**src/rtl/serial_addsub_pkg.sv**
```systemverilog
// Shared definitions for the bit-serial add/sub sequencer: op encodings and FSM states.
package serial_addsub_pkg;

  localparam logic [1:0] OP_ADD  = 2'b00;
  localparam logic [1:0] OP_SUB  = 2'b01;
  localparam logic [1:0] OP_NEG  = 2'b10;
  localparam logic [1:0] OP_PASS = 2'b11;

  typedef enum logic [1:0] {
    ST_IDLE = 2'd0,
    ST_RUN  = 2'd1,
    ST_DONE = 2'd2
  } state_e;

endpackage

```
**src/rtl/serial_addsub_ctrl_full_adder.sv**
```systemverilog
// Single-bit full adder cell, reused every cycle by the serial sequencer.
module full_adder (
  input  logic A,
  input  logic B,
  input  logic Cin,
  output logic Y,
  output logic Cout
);

  assign Y    = A ^ B ^ Cin;
  assign Cout = (A & B) | (Cin & (A ^ B));

endmodule

```
**src/rtl/serial_addsub_ctrl.sv**
```systemverilog
// Bit-serial ADD/SUB/NEG/PASS sequencer, LSB first, one full_adder shared over all bits.
// Optional macro SERIAL_ADDSUB_OVF_EN adds the out_ovf signed-overflow flag.
module serial_addsub_ctrl
  import serial_addsub_pkg::*;
#(
  parameter int unsigned WIDTH = 8
) (
  input  logic             clk,
  input  logic             reset,
  input  logic             in_valid,
  output logic             in_ready,
  input  logic [WIDTH-1:0] in_a,
  input  logic [WIDTH-1:0] in_b,
  input  logic [1:0]       in_op,
  output logic             out_valid,
  input  logic             out_ready,
  output logic [WIDTH-1:0] out_y,
  output logic             out_cout,
`ifdef SERIAL_ADDSUB_OVF_EN
  output logic             out_ovf,
`endif
  output logic             busy
);

  localparam int unsigned CW = (WIDTH > 1) ? $clog2(WIDTH) : 1;
  localparam logic [CW-1:0] LAST = CW'(WIDTH - 1);

  state_e           state_q, state_d;
  logic [CW-1:0]    count_q, count_d;
  logic [WIDTH-1:0] x_q, x_d;
  logic [WIDTH-1:0] y_q, y_d;
  logic [WIDTH-1:0] out_y_q, out_y_d;
  logic             carry_q, carry_d;
  logic             cout_q, cout_d;
  logic             fa_sum, fa_cout;
`ifdef SERIAL_ADDSUB_OVF_EN
  logic             ovf_q, ovf_d;
`endif

  full_adder u_fa (
    .A    (x_q[0]),
    .B    (y_q[0]),
    .Cin  (carry_q),
    .Y    (fa_sum),
    .Cout (fa_cout)
  );

  always_comb begin
    state_d = state_q;
    count_d = count_q;
    x_d     = x_q;
    y_d     = y_q;
    carry_d = carry_q;
    out_y_d = out_y_q;
    cout_d  = cout_q;
`ifdef SERIAL_ADDSUB_OVF_EN
    ovf_d   = ovf_q;
`endif
    unique case (state_q)
      ST_IDLE: begin
        if (in_valid) begin
          state_d = ST_RUN;
          count_d = '0;
          unique case (in_op)
            OP_ADD:  begin x_d = in_a; y_d = in_b;  carry_d = 1'b0; end
            OP_SUB:  begin x_d = in_a; y_d = ~in_b; carry_d = 1'b1; end
            OP_NEG:  begin x_d = '0;   y_d = ~in_a; carry_d = 1'b1; end
            OP_PASS: begin x_d = in_a; y_d = '0;    carry_d = 1'b0; end
          endcase
        end
      end
      ST_RUN: begin
        // Sum bits enter at the MSB of x, so x holds the full result after WIDTH shifts.
        x_d     = {fa_sum, x_q[WIDTH-1:1]};
        y_d     = {1'b0, y_q[WIDTH-1:1]};
        carry_d = fa_cout;
        if (count_q == LAST) begin
          state_d = ST_DONE;
          out_y_d = {fa_sum, x_q[WIDTH-1:1]};
          cout_d  = fa_cout;
`ifdef SERIAL_ADDSUB_OVF_EN
          ovf_d   = carry_q ^ fa_cout;
`endif
        end else begin
          count_d = count_q + 1'b1;
        end
      end
      ST_DONE: begin
        if (out_ready) state_d = ST_IDLE;
      end
      default: state_d = ST_IDLE;
    endcase
  end

  always_ff @(posedge clk or posedge reset) begin
    if (reset) begin
      state_q <= ST_IDLE;
      count_q <= '0;
      x_q     <= '0;
      y_q     <= '0;
      carry_q <= 1'b0;
      out_y_q <= '0;
      cout_q  <= 1'b0;
`ifdef SERIAL_ADDSUB_OVF_EN
      ovf_q   <= 1'b0;
`endif
    end else begin
      state_q <= state_d;
      count_q <= count_d;
      x_q     <= x_d;
      y_q     <= y_d;
      carry_q <= carry_d;
      out_y_q <= out_y_d;
      cout_q  <= cout_d;
`ifdef SERIAL_ADDSUB_OVF_EN
      ovf_q   <= ovf_d;
`endif
    end
  end

  assign in_ready  = (state_q == ST_IDLE);
  assign out_valid = (state_q == ST_DONE);
  assign busy      = (state_q != ST_IDLE);
  assign out_y     = out_y_q;
  assign out_cout  = cout_q;
`ifdef SERIAL_ADDSUB_OVF_EN
  assign out_ovf   = ovf_q;
`endif

endmodule

```
**config.mk**
```make
export PLATFORM = sky130hd
export DESIGN_NAME = serial_addsub_ctrl
export DESIGN_NICKNAME = d
export VERILOG_FILES = /design/src/rtl/serial_addsub_pkg.sv /design/src/rtl/serial_addsub_ctrl_full_adder.sv /design/src/rtl/serial_addsub_ctrl.sv
export SDC_FILE = /design/constraint.sdc
export NUM_CORES = 1
export LEC_CHECK = 0
export ABC_AREA = 1
export BUFFER_PORTS_ARGS = -buffer_cell sky130_fd_sc_hd__buf_2
export CORE_UTILIZATION = 29
export CTS_CLUSTER_SIZE = 8
export DETAILED_ROUTE_END_ITERATION = 7
export GPL_ROUTABILITY_DRIVEN = 1
export REMOVE_ABC_BUFFERS = 1
export SLEW_MARGIN = 10
export SYNTH_ARGS = -nofsm -noshare
export SYNTH_HDL_FRONTEND = slang
export SYNTH_SLANG_ARGS = --single-unit
```
**constraint.sdc**
```tcl
create_clock -name clk -period 2.9 [get_ports clk]
set_clock_uncertainty 0.2 [all_clocks]
set_input_delay 0.145 -clock clk [delete_from_list [all_inputs] [get_ports clk]]
set_output_delay 0.145 -clock clk [all_outputs]
set_load 0.02 [all_outputs]
```
==> impl_metrics.csv <==
group,metric,value,unit
logic_synthesis,yosysUniqueCellTypes,18,
outcome,status,"finished clean",
placed_design,postPlaceCellArea,2090,sq um
cells_and_area,nFillCells,701,
timing,worstMarginPinSlew,403,ps
cells_and_area,fin_area,2200,sq um
run,drv_cap,0,
global_route,grt_pass1_vias,1484,
critical_path,cp-end-kind,"flop",
drt,wl,3960,um
power_and_ir_drop,p_leak,1.35,nW
die,die_h,82.7,um
drt,wire_per_inst,10.5,um
cells_and_area,regArea,776,sq um
drt,first_pass_iters,5,
logic_synthesis,synth_warnings,0,
logic_synthesis,synthCells,264,
clock_tree,cts_resized,0,
power_and_ir_drop,vdd_drop_max,0.346,mV
timing,fin_crit,1590,ps
clock_tree,htreeDepth,2,
critical_path,arrival,1570,ps
critical_path,critPathMaxFanout,25,
power_and_ir_drop,power_density,964,nW/um^2
worst_hold_path,hold_end,"x_q[1]$_DFFE_PP0P_",
logic_synthesis,yosysTopAreaCell,"dfrtp_1",
placed_design,gp_congestion,0.742,
clock_tree,clk_latency,290,ps
timing,max_clock_freq,0.629,GHz
global_route,grt_pass1_wl,6590,um
timing,slew_headroom,73.2,%
clock_tree,cts.sinks,31,
clock_tree,cts_tree,"yes",
die,io_pins,34,
timing,finalSetupViolCount,0,
critical_path,timing.rr.end,"out_y[6]$_DFFE_PP0P_",
placed_design,hpwlAfterDp,2900,um
die,fp-row-count,29,
timing,hold_viol,0,
logic_synthesis,yosys-top-cells-area,"dfrtp_1 (41%), nand2_1 (27%), inv_1 (7.6%), ha_1 (4.0%), o21ai_2 (3.7%)",
drt,num_vias,1610,
worst_hold_path,min_path_type,"in2reg",
cells_and_area,final_nets,328,
critical_path,startpoint_type,"flop",
timing,rsz0062_at_grt,"no",
global_route,grt_usage,13.0,%
cells_and_area,drive_above_1_share,18.7,%
die,die-area,6830,sq um
cells_and_area,multi_input_area,886,sq um
global_route,antenna_found_initial,0,
clock_tree,clockBufferDepth,2,
drt,detail-route-antenna-nets,0,
logic_synthesis,syn-cell-area,1890,sq um
logic_synthesis,synth_seq_cells,31,
clock_tree,cts-root-buf,"clkbuf_8",
timing,slew_viol_final,0,
logic_synthesis,ys_seq_area_share,41.1,%
die,core-area,6310,sq um
drt,avgViaCountPerCell,4.28,
critical_path,ff2ff_setup_slack,1310,ps
cells_and_area,antenna_cells,0,
worst_hold_path,min_path_cells,5,
placed_design,io_buffers,33,
drt,drt_iter0_drc,56,
drt,drc,0,
die,die-width,82.7,um
timing,fin_tns_setup,0,ps
critical_path,required,2880,ps
logic_synthesis,synth_top_area_share,41.1,%
critical_path,ff2ff_path_depth,6,
critical_path,setup.worst_path.class,"reg2reg",
clock_tree,cts.clk_slew.worst_paths,70,ps
cells_and_area,area_growth,16.4,%
global_route,grt_overflow,0,
worst_hold_path,min_from,"in_a[1]",
die,initial_core_util,29.9,%
timing,finalCritPeriodShare,54.8,%
critical_path,worstReg2RegStart,"state_q[1]$_DFFE_PP0P_",
logic_synthesis,syn_avg_cell_area,7.15,sq um
clock_tree,cts_made_buffers,5,
critical_path,cp-startpoint,"state_q[1]$_DFFE_PP0P_",
global_route,grt_max_degree,32,
==> stage by stage <==
stage	hold slack (ps)	power [mW]	std cells	setup slack (ps)	utilization (%)
2_1_floorplan	43.2	1.53	256	1430	-
3_3_place_gp	53.2	1.77	367	1340	33.1
3_5_place_dp	54.2	1.79	367	1310	33.1
4_1_cts	2.57	2.15	376	1300	34.8
5_1_grt	33.0	2.34	376	1200	34.8
6_report	6.26	2.12	376	1310	34.8
==> sequential cells by signal, indices dropped and copies added (netlist names) <==
register,count
state_q,2
x_q,8
out_y,8
carry_q,1
y_q,8
count_q,3
out_cout,1
==> synthesized netlist by cell type <==
library cell  instances
nor2_4                1
o31ai_1               1
o21ai_2               8
buf_6                 5
inv_4                 1
ha_1                  6
nand2_8               2
dfrtp_1              31
fa_1                  1
nand2_4               2
a21oi_1               1
o21ai_0               7
nor2_1               10
nand3_1              11
inv_6                 1
inv_1                38
nand2_1             135
clkbuf_1              3
==> critical path, stage by stage (launching register included) <==
cell,delay (ps)
dfrtp_1,400
inv_1,150
nand2_4,170
inv_6,210
nand2_4,170
nand2_1,110
o21ai_2,50
==> layout by cell type (no fill, tap or decap), types with 6 or more instances in the layout <==
cell type,instances
clkbuf_8,6
inv_1,38
nand3_1,11
nand2_1,135
o21ai_0,7
ha_1,6
buf_2,33
nor2_1,10
o21ai_2,8
dfrtp_1,31
==> power by group <==
group	internal (mW)	total, mW	leakage [nW]	switching, mW
registers	0.633	0.751	0.391	0.117
logic	0.351	1.02	0.907	0.667
clock network	0.186	0.349	0.0470	0.163
total	1.17	2.12	1.35	0.947
==> cells by family (layout without fill, tap and decap cells) <==
kind of cell,count (synthesis),count (layout),synth area share (%)
adders and majority gates,7,7,5.04
and+or+nand+nor,161,161,35.7
AOI/OAI and AO/OA,17,17,6.23
buffers and inverters,48,83,11.9
DFF,31,31,41.1
==> layout make-up <==
type                            count  share of cell area [%]
Clock buffer                        6                    3.76
Multi-Input combinational cell    185                    40.3
Sequential cell                    31                    35.3
Clock inverter                      1                   0.228
Inverter                           40                    7.18
Tap cell                           77                    4.39
Timing Repair Buffer               36                    8.77
==> worst max path at each step <==
stage / end / slack (ps) / cells after the start
floorplan: count_q[0]$_DFFE_PP0P_ / 1430 / 6
CTS: out_y[6]$_DFFE_PP0P_ / 1300 / 6
global placement: count_q[1]$_DFFE_PP0P_ / 1340 / 6
global route: out_y[7]$_DFFE_PP0P_ / 1200 / 6
finish: out_y[6]$_DFFE_PP0P_ / 1310 / 6
detailed placement: out_y[6]$_DFFE_PP0P_ / 1310 / 6
==> metal layers <==
layer	wire length, um	vias up	share of wire [%]	track usage [%]
li1	-	850	-	-
met1	1780	727	45	14.9
met2	1980	26	50	23.2
met3	138	7	3.5	2.97
met4	60	0	1.5	5.17
met5	0	-	0	0
==> repair_timing <==
item,in CTS,in global routing
hold endpoints to repair,32,0
hold buffers,2,0
setup buffers,0,0
Power figures use the tool's default switching activity.
